`config.mk`:
```
export PLATFORM = sky130hd
export DESIGN_NAME = adc_trigger_seq
export DESIGN_NICKNAME = d
export VERILOG_FILES = /design/src/rtl/adc_trigger_seq.sv
export SDC_FILE = /design/constraint.sdc
export NUM_CORES = 1
export LEC_CHECK = 0
export CAP_MARGIN = 20
export CORE_UTILIZATION = 25
export DETAILED_ROUTE_END_ITERATION = 10
export GPL_TIMING_DRIVEN = 1
export SYNTH_ARGS = -nofsm -noshare
export SYNTH_HDL_FRONTEND = slang
export SYNTH_SLANG_ARGS = --single-unit
```
`constraint.sdc`:
```
create_clock -name clk -period 2.3 [get_ports clk]
set_clock_uncertainty 0.2 [all_clocks]
set_input_delay 0.46 -clock clk [delete_from_list [all_inputs] [get_ports clk]]
set_output_delay 0.46 -clock clk [all_outputs]
set_load 0.02 [all_outputs]
```
`src/rtl/adc_trigger_seq.sv`:
```
// adc_trigger_seq: masked multi-phase window qualifier, acquisition delay, one ADC start per window,
// conversion-timeout supervision. Define ADC_TRIG_STATS_EN to build the trigger/abort statistics counters.
`timescale 1ns/1ps
module adc_trigger_seq #(
  parameter int N_CH      = 3,
  parameter int CNT_W     = 8,
  parameter int T_ACQ_DEF = 120,
  parameter int T_TIMEOUT = 1024
) (
  input  logic             clk,
  input  logic             rst_n,
  input  logic             enable,
  input  logic [N_CH-1:0]  low_on,
  input  logic [N_CH-1:0]  ch_mask,
  input  logic             mode_any,
  input  logic [CNT_W-1:0] acq_cycles,
  input  logic             adc_busy,
  input  logic             adc_done,
  input  logic             clr_flags,
  output logic             start_conv,
  output logic             overrun,
  output logic             timeout,
  output logic             conv_active,
  output logic [15:0]      trig_cnt,
  output logic [15:0]      abort_cnt
);

  localparam logic [CNT_W-1:0] ACQ_DEF  = CNT_W'(T_ACQ_DEF);
  localparam logic [15:0]      TMO_LAST = 16'(T_TIMEOUT - 1);

  typedef enum logic [2:0] {
    S_IDLE    = 3'd0,
    S_DISARM  = 3'd1,
    S_WAIT_HI = 3'd2,
    S_ACQ     = 3'd3,
    S_CONV    = 3'd4
  } state_e;

  state_e           state_q, state_d;
  logic [CNT_W-1:0] cnt_q, cnt_d;
  logic [CNT_W-1:0] len_q, len_d;
  logic [15:0]      tmo_q, tmo_d;
  logic             start_conv_q, start_conv_d;
  logic             conv_active_q, conv_active_d;
  logic             overrun_q, overrun_d;
  logic             timeout_q, timeout_d;
  logic             overrun_set, timeout_set;

  logic             window;
  logic [CNT_W-1:0] acq_len;
  logic             acq_hit;
  logic             tmo_hit;

  // An empty mask never opens a window, even in all-of mode where the reduction would be vacuously true
  always_comb begin
    window = 1'b0;
    if (ch_mask != '0)
      window = mode_any ? |(low_on & ch_mask) : &(low_on | ~ch_mask);
  end

  assign acq_len = (acq_cycles == '0) ? ACQ_DEF : acq_cycles;
  assign acq_hit = (cnt_q == len_q);
  assign tmo_hit = (tmo_q == TMO_LAST);

  always_ff @(posedge clk or negedge rst_n) begin
    if (!rst_n) begin
      state_q <= S_IDLE;
    end else begin
      state_q <= state_d;
    end
  end

  always_comb begin
    state_d = state_q;
    if (!enable) begin
      state_d = S_IDLE;
    end else begin
      case (state_q)
        S_IDLE:    state_d = S_DISARM;
        S_DISARM:  if (!window) state_d = S_WAIT_HI;
        S_WAIT_HI: if (window) state_d = S_ACQ;
        S_ACQ: begin
          if (!window)      state_d = S_WAIT_HI;
          else if (acq_hit) state_d = adc_busy ? S_DISARM : S_CONV;
        end
        S_CONV:    if (adc_done || tmo_hit) state_d = S_DISARM;
        default:   state_d = S_IDLE;
      endcase
    end
  end

  always_comb begin
    start_conv_d = 1'b0;
    overrun_set  = 1'b0;
    timeout_set  = 1'b0;
    cnt_d        = cnt_q;
    len_d        = len_q;
    tmo_d        = tmo_q;
    if (enable) begin
      case (state_q)
        S_WAIT_HI: begin
          if (window) begin
            cnt_d = CNT_W'(1);
            len_d = acq_len;
          end
        end
        S_ACQ: begin
          if (window) begin
            if (acq_hit) begin
              if (adc_busy) begin
                overrun_set = 1'b1;
              end else begin
                start_conv_d = 1'b1;
                tmo_d        = '0;
              end
            end else begin
              cnt_d = cnt_q + 1'b1;
            end
          end
        end
        S_CONV: begin
          tmo_d       = tmo_q + 16'd1;
          timeout_set = !adc_done && tmo_hit;
        end
        default: ;
      endcase
    end
    conv_active_d = (state_d == S_CONV);
    // A flag being set in the same cycle as a clear request survives
    overrun_d     = overrun_set | (overrun_q & ~clr_flags);
    timeout_d     = timeout_set | (timeout_q & ~clr_flags);
  end

  always_ff @(posedge clk or negedge rst_n) begin
    if (!rst_n) begin
      cnt_q         <= '0;
      len_q         <= '0;
      tmo_q         <= '0;
      start_conv_q  <= 1'b0;
      conv_active_q <= 1'b0;
      overrun_q     <= 1'b0;
      timeout_q     <= 1'b0;
    end else begin
      cnt_q         <= cnt_d;
      len_q         <= len_d;
      tmo_q         <= tmo_d;
      start_conv_q  <= start_conv_d;
      conv_active_q <= conv_active_d;
      overrun_q     <= overrun_d;
      timeout_q     <= timeout_d;
    end
  end

  assign start_conv  = start_conv_q;
  assign conv_active = conv_active_q;
  assign overrun     = overrun_q;
  assign timeout     = timeout_q;

`ifdef ADC_TRIG_STATS_EN
  logic [15:0] trig_cnt_q, abort_cnt_q;
  logic        abort_ev;

  assign abort_ev = enable && (state_q == S_ACQ) && !window;

  // Free-running, wrap at 16 bits; an event coinciding with a clear counts as the first after it
  always_ff @(posedge clk or negedge rst_n) begin
    if (!rst_n) begin
      trig_cnt_q  <= '0;
      abort_cnt_q <= '0;
    end else begin
      trig_cnt_q  <= (clr_flags ? 16'd0 : trig_cnt_q) + {15'd0, start_conv_d};
      abort_cnt_q <= (clr_flags ? 16'd0 : abort_cnt_q) + {15'd0, abort_ev};
    end
  end

  assign trig_cnt  = trig_cnt_q;
  assign abort_cnt = abort_cnt_q;
`else
  assign trig_cnt  = '0;
  assign abort_cnt = '0;
`endif

endmodule

```
==> results by group <==
Final layout
  • Final #Nets: ~340
  • Share of cells above drive strength 1: a little over an eighth
  • Antenna fix cells: 0
  • Layout area overhead: 22.8%
  • Filler cells: ~1,000
  • Post-Layout Cell Count: 444
  • Final Cell Area: around 3000 sq um

Die
  • Height of the die: around 100 um
  • Initial Utilization: 25.9%
  • Die area: 10,000 sq um
  • Die Wd: between 100 and 150 um
  • Row cnt: 35
  • Core box area: 9280 sq um
  • IO Pins: 57

Yosys
  • Post-synth top cells: 40 x nand2_1, 39 x dfrtp_1, 34 x buf_4
  • Syn. warnings: 0
  • Syn_area_per_cell: between 8 and 9 sq um
  • Post-Synthesis Cells: around 270
  • #FFs+latches synth: 39
  • Ys async rst share: 100%
  • Top post-synthesis cells by area: dfrtp_1 41%, buf_4 11%, nand2_1 6.2%
  • Post-synth EDFFs: 0
  • Register area share after synthesis: between 40% and 50%
  • Synthesized cell area: 2410 sq um
  • Post-synth top area cell: dfrtp_1
  • Synth top area share: about two fifths
  • Count leader, synth: nand2_1
  • Distinct cells, synth: between 40 and 50
  • Top FF cell, synth: dfrtp_1

Global routing
  • Total track usage: 11.1%
  • Initial antenna violation count: 0
  • Largest net degree at the start of global routing: 40
  • GR Overflow Total: 0
  • First-pass GRT wire length: roughly 9000 um
  • Vias in the first global route: a little under 2,000

Power
  • Power share of the combinational group: about a fifth
  • Power Total: 1.95 mW
  • Maximum vdd drop: ~0.4 mV
  • Internal power: 1.39 mW
  • Switching share of power: approximately 29%
  • Total net switching power: approximately 0.56 mW
  • Power Density: between 600 and 700 nW/um^2
  • Sequential power share: between 40% and 50%
  • Leak Pwr: ~1.3 nW
  • Clock network power share: between 30% and 40%

Critical path
  • Slowest-stage cell, CP: or4_4
  • Crit Path Class: primary input to flop
  • Register-to-register setup slack: around 0.19 ns
  • Startpoint Class: primary input
  • Critical Path End Type: flop
  • Crit-path cells: clkdlybuf4s50_1 -> or2b_1 -> a21oi_2 -> or3_4 -> buf_6 -> nor3_4 -> or4_4 -> nand2_2
  • Family with the most delay on the worst path: simple AND/OR/NAND/NOR gates
  • Slowest stage delay, CP: approximately 0.50 ns
  • WP buf/inv: 2
  • Worst setup path end: cnt_q[3]$_DFFE_PN0P_
  • Critical Path Stages: 8
  • Crit path arrival time: 2.27 ns
  • Crit. Startpoint: ch_mask[0]
  • Critical path peak fanout: 3
  • R2R Path Start: state_q[0]$_DFF_PN0_
  • RR Endpoint: tmo_q[4]$_DFFE_PN0P_
  • WP data required: around 2.3 ns
  • Worst r2r path cells: 6

Min path
  • Worst min-delay path class: primary input to asynchronous set/reset pin

Drt
  • Drt initial violations: between 70 and 80
  • DR vias: 2,029
  • Vias per std cell: 4.57
  • DR WL/cell: 11.6 um
  • DRC: 0
  • Antenna Nets Post-Route: 0
  • WL final: between 5000 and 6000 um
  • Drt first pass iters: 4

Placed design
  • Placed Area: roughly 2800 sq um
  • # port buffers: 24
  • Placer Congestion: roughly 0.76
  • Placed Cells incl. Taps: 435
  • HPWL Detailed: 3770 um

Timing
  • Slew Limit Fails: 0
  • Final Hold Fails: 0
  • Worst slew pin tran: ~0.52 ns
  • Relative slew slack: between 60% and 70%
  • Setup violations, final: 0
  • Fmax: 0.449 GHz
  • RSZ-0062 raised after global routing: yes
  • Tcrit/Tclk final: 96.8%
  • Fin crit period: roughly 2.2 ns

Clocking
  • Hold_buf cts: 0
  • CTS Buffer Depth: 2
  • CTS tree: yes
  • Worst skew pair latency: roughly 0.30 ns
  • CTS Sinks: 39
  • CTS HTree Levels: 2
  • Num CTS Buffers: 5
  • Clk root buf: clkbuf_8
  • Clock-pin slew on the worst setup and hold paths: ~0.08 ns

Outcome
  • Status: finished clean

Job
  • Max-Cap Viols: 0
## cell type report
cell class | instances | area, sq um | area share [%]
clock buffers | 6 | 72.6 | 2.46
clock inverters | 2 | 60.1 | 2.03
inverters | 5 | 18.8 | 0.635
multi-input cells | 220 | 1280 | 43.3
flip-flops and latches | 39 | 976 | 33.0
well taps | 129 | 161 | 5.46
repair buffers | 43 | 385 | 13.0
## cells in the final DEF, fill, tap and decap left out, types with 2 or more instances in the layout
master | synthesis | routed
nand2_1 | 40 | 39
dfrtp_1 | 39 | 39
conb_1 | 1 | 32
clkdlybuf4s50_1 | 0 | 23
buf_4 | 34 | 17
nor2_1 | 16 | 15
o31ai_1 | 15 | 13
a21oi_1 | 12 | 12
nand3_1 | 11 | 11
o21ai_0 | 10 | 10
xnor2_1 | 8 | 8
nor3_1 | 7 | 7
o21ai_1 | 7 | 7
a31oi_1 | 6 | 6
nand2b_1 | 5 | 5
inv_1 | 5 | 5
nand4_1 | 5 | 5
or3_1 | 6 | 5
clkbuf_8 | 0 | 5
and2_1 | 3 | 3
and3_1 | 3 | 3
or3_4 | 1 | 2
nor4_1 | 2 | 2
nor2b_1 | 2 | 2
nor3_4 | 1 | 2
a32o_1 | 2 | 2
a21o_1 | 2 | 2
ha_1 | 2 | 2
bufinv_16 | 0 | 2
buf_6 | 1 | 2
## layer usage
| layer | track usage, % | vias up | wire length (um) |
|---|---|---|---|
| li1 | - | 992 | - |
| met1 | 14.2 | 974 | 2400 |
| met2 | 19.1 | 56 | 2470 |
| met3 | 2.44 | 7 | 234 |
| met4 | 2.68 | 0 | 41 |
| met5 | 0 | - | 0 |
## worst reg2reg max path: cells and delay by family (launching register included)
| kind | cells | cell delay (ns) |
|---|---|---|
| compound gates | 3 | 0.53 |
| buf+inv | 1 | 0.18 |
| flops | 1 | 0.51 |
| simple gates | 2 | 0.57 |
## how the worst min path moves through the flow
| stage | to | slack [ns] | cells past startpoint |
|---|---|---|---|
| 2_1_floorplan | cnt_q[0]$_DFFE_PN0P_ | -0.04 | 0 |
| 3_3_place_gp | tmo_q[15]$_DFFE_PN0P_ | 0.28 | 1 |
| 3_5_place_dp | tmo_q[15]$_DFFE_PN0P_ | 0.28 | 1 |
| 4_1_cts | tmo_q[13]$_DFFE_PN0P_ | 0.04 | 2 |
| 5_1_grt | tmo_q[5]$_DFFE_PN0P_ | 0.06 | 2 |
| 6_report | tmo_q[4]$_DFFE_PN0P_ | 0.01 | 2 |
## sequential cells by signal, summed over array words and instances (netlist names)
register	cells
start_conv	1
timeout	1
cnt_q	8
state_q	3
conv_active	1
tmo_q	16
len_q	8
overrun	1
## power groups by stage
stage	Combinational (mW)	Sequential [mW]	Clock [mW]
final	0.404	0.857	0.691
after global routing	0.454	0.875	0.733
after CTS	0.401	0.859	0.706
after detailed placement	0.398	0.872	0
after global placement	0.390	0.871	0
after floorplan	0.326	0.849	0
## what timing repair did
action / in CTS / in global routing
buffers inserted: 0 / 0
cloned: 0 / 1
pin swaps: 0 / 4
setup endpoints to repair: 4 / 13
resized for setup: 1 / 12
## stage by stage
step | util (%) | hold slack, ns | setup TNS, ns | setup slack, ns
after global placement | 29.7 | 0.277 | -5.68 | -0.324
after global routing | 31.8 | 0.0629 | -0.0132 | -0.00853
final | 31.8 | 0.0102 | 0 | 0.0739
after CTS | 31.2 | 0.0392 | 0 | 0.00198
after floorplan | - | -0.0356 | 0 | 0.299
after detailed placement | 29.7 | 0.279 | -6.99 | -0.344
## kinds of logic (layout without fill, tap and decap cells)
group | Yosys count | count (layout) | synth area share [%]
AND/OR/NAND/NOR | 111 | 111 | 23.5
other | 1 | 32 | 0.156
flip-flops | 39 | 39 | 40.6
AO/OA/AOI/OAI | 65 | 65 | 18.0
adder cells (fa/ha/maj) | 2 | 2 | 1.04
XOR/XNOR | 9 | 9 | 3.28
multiplexers | 1 | 1 | 0.468
buffers and inverters | 46 | 56 | 13.0
Note: power is estimated with default switching activity, not from simulation.
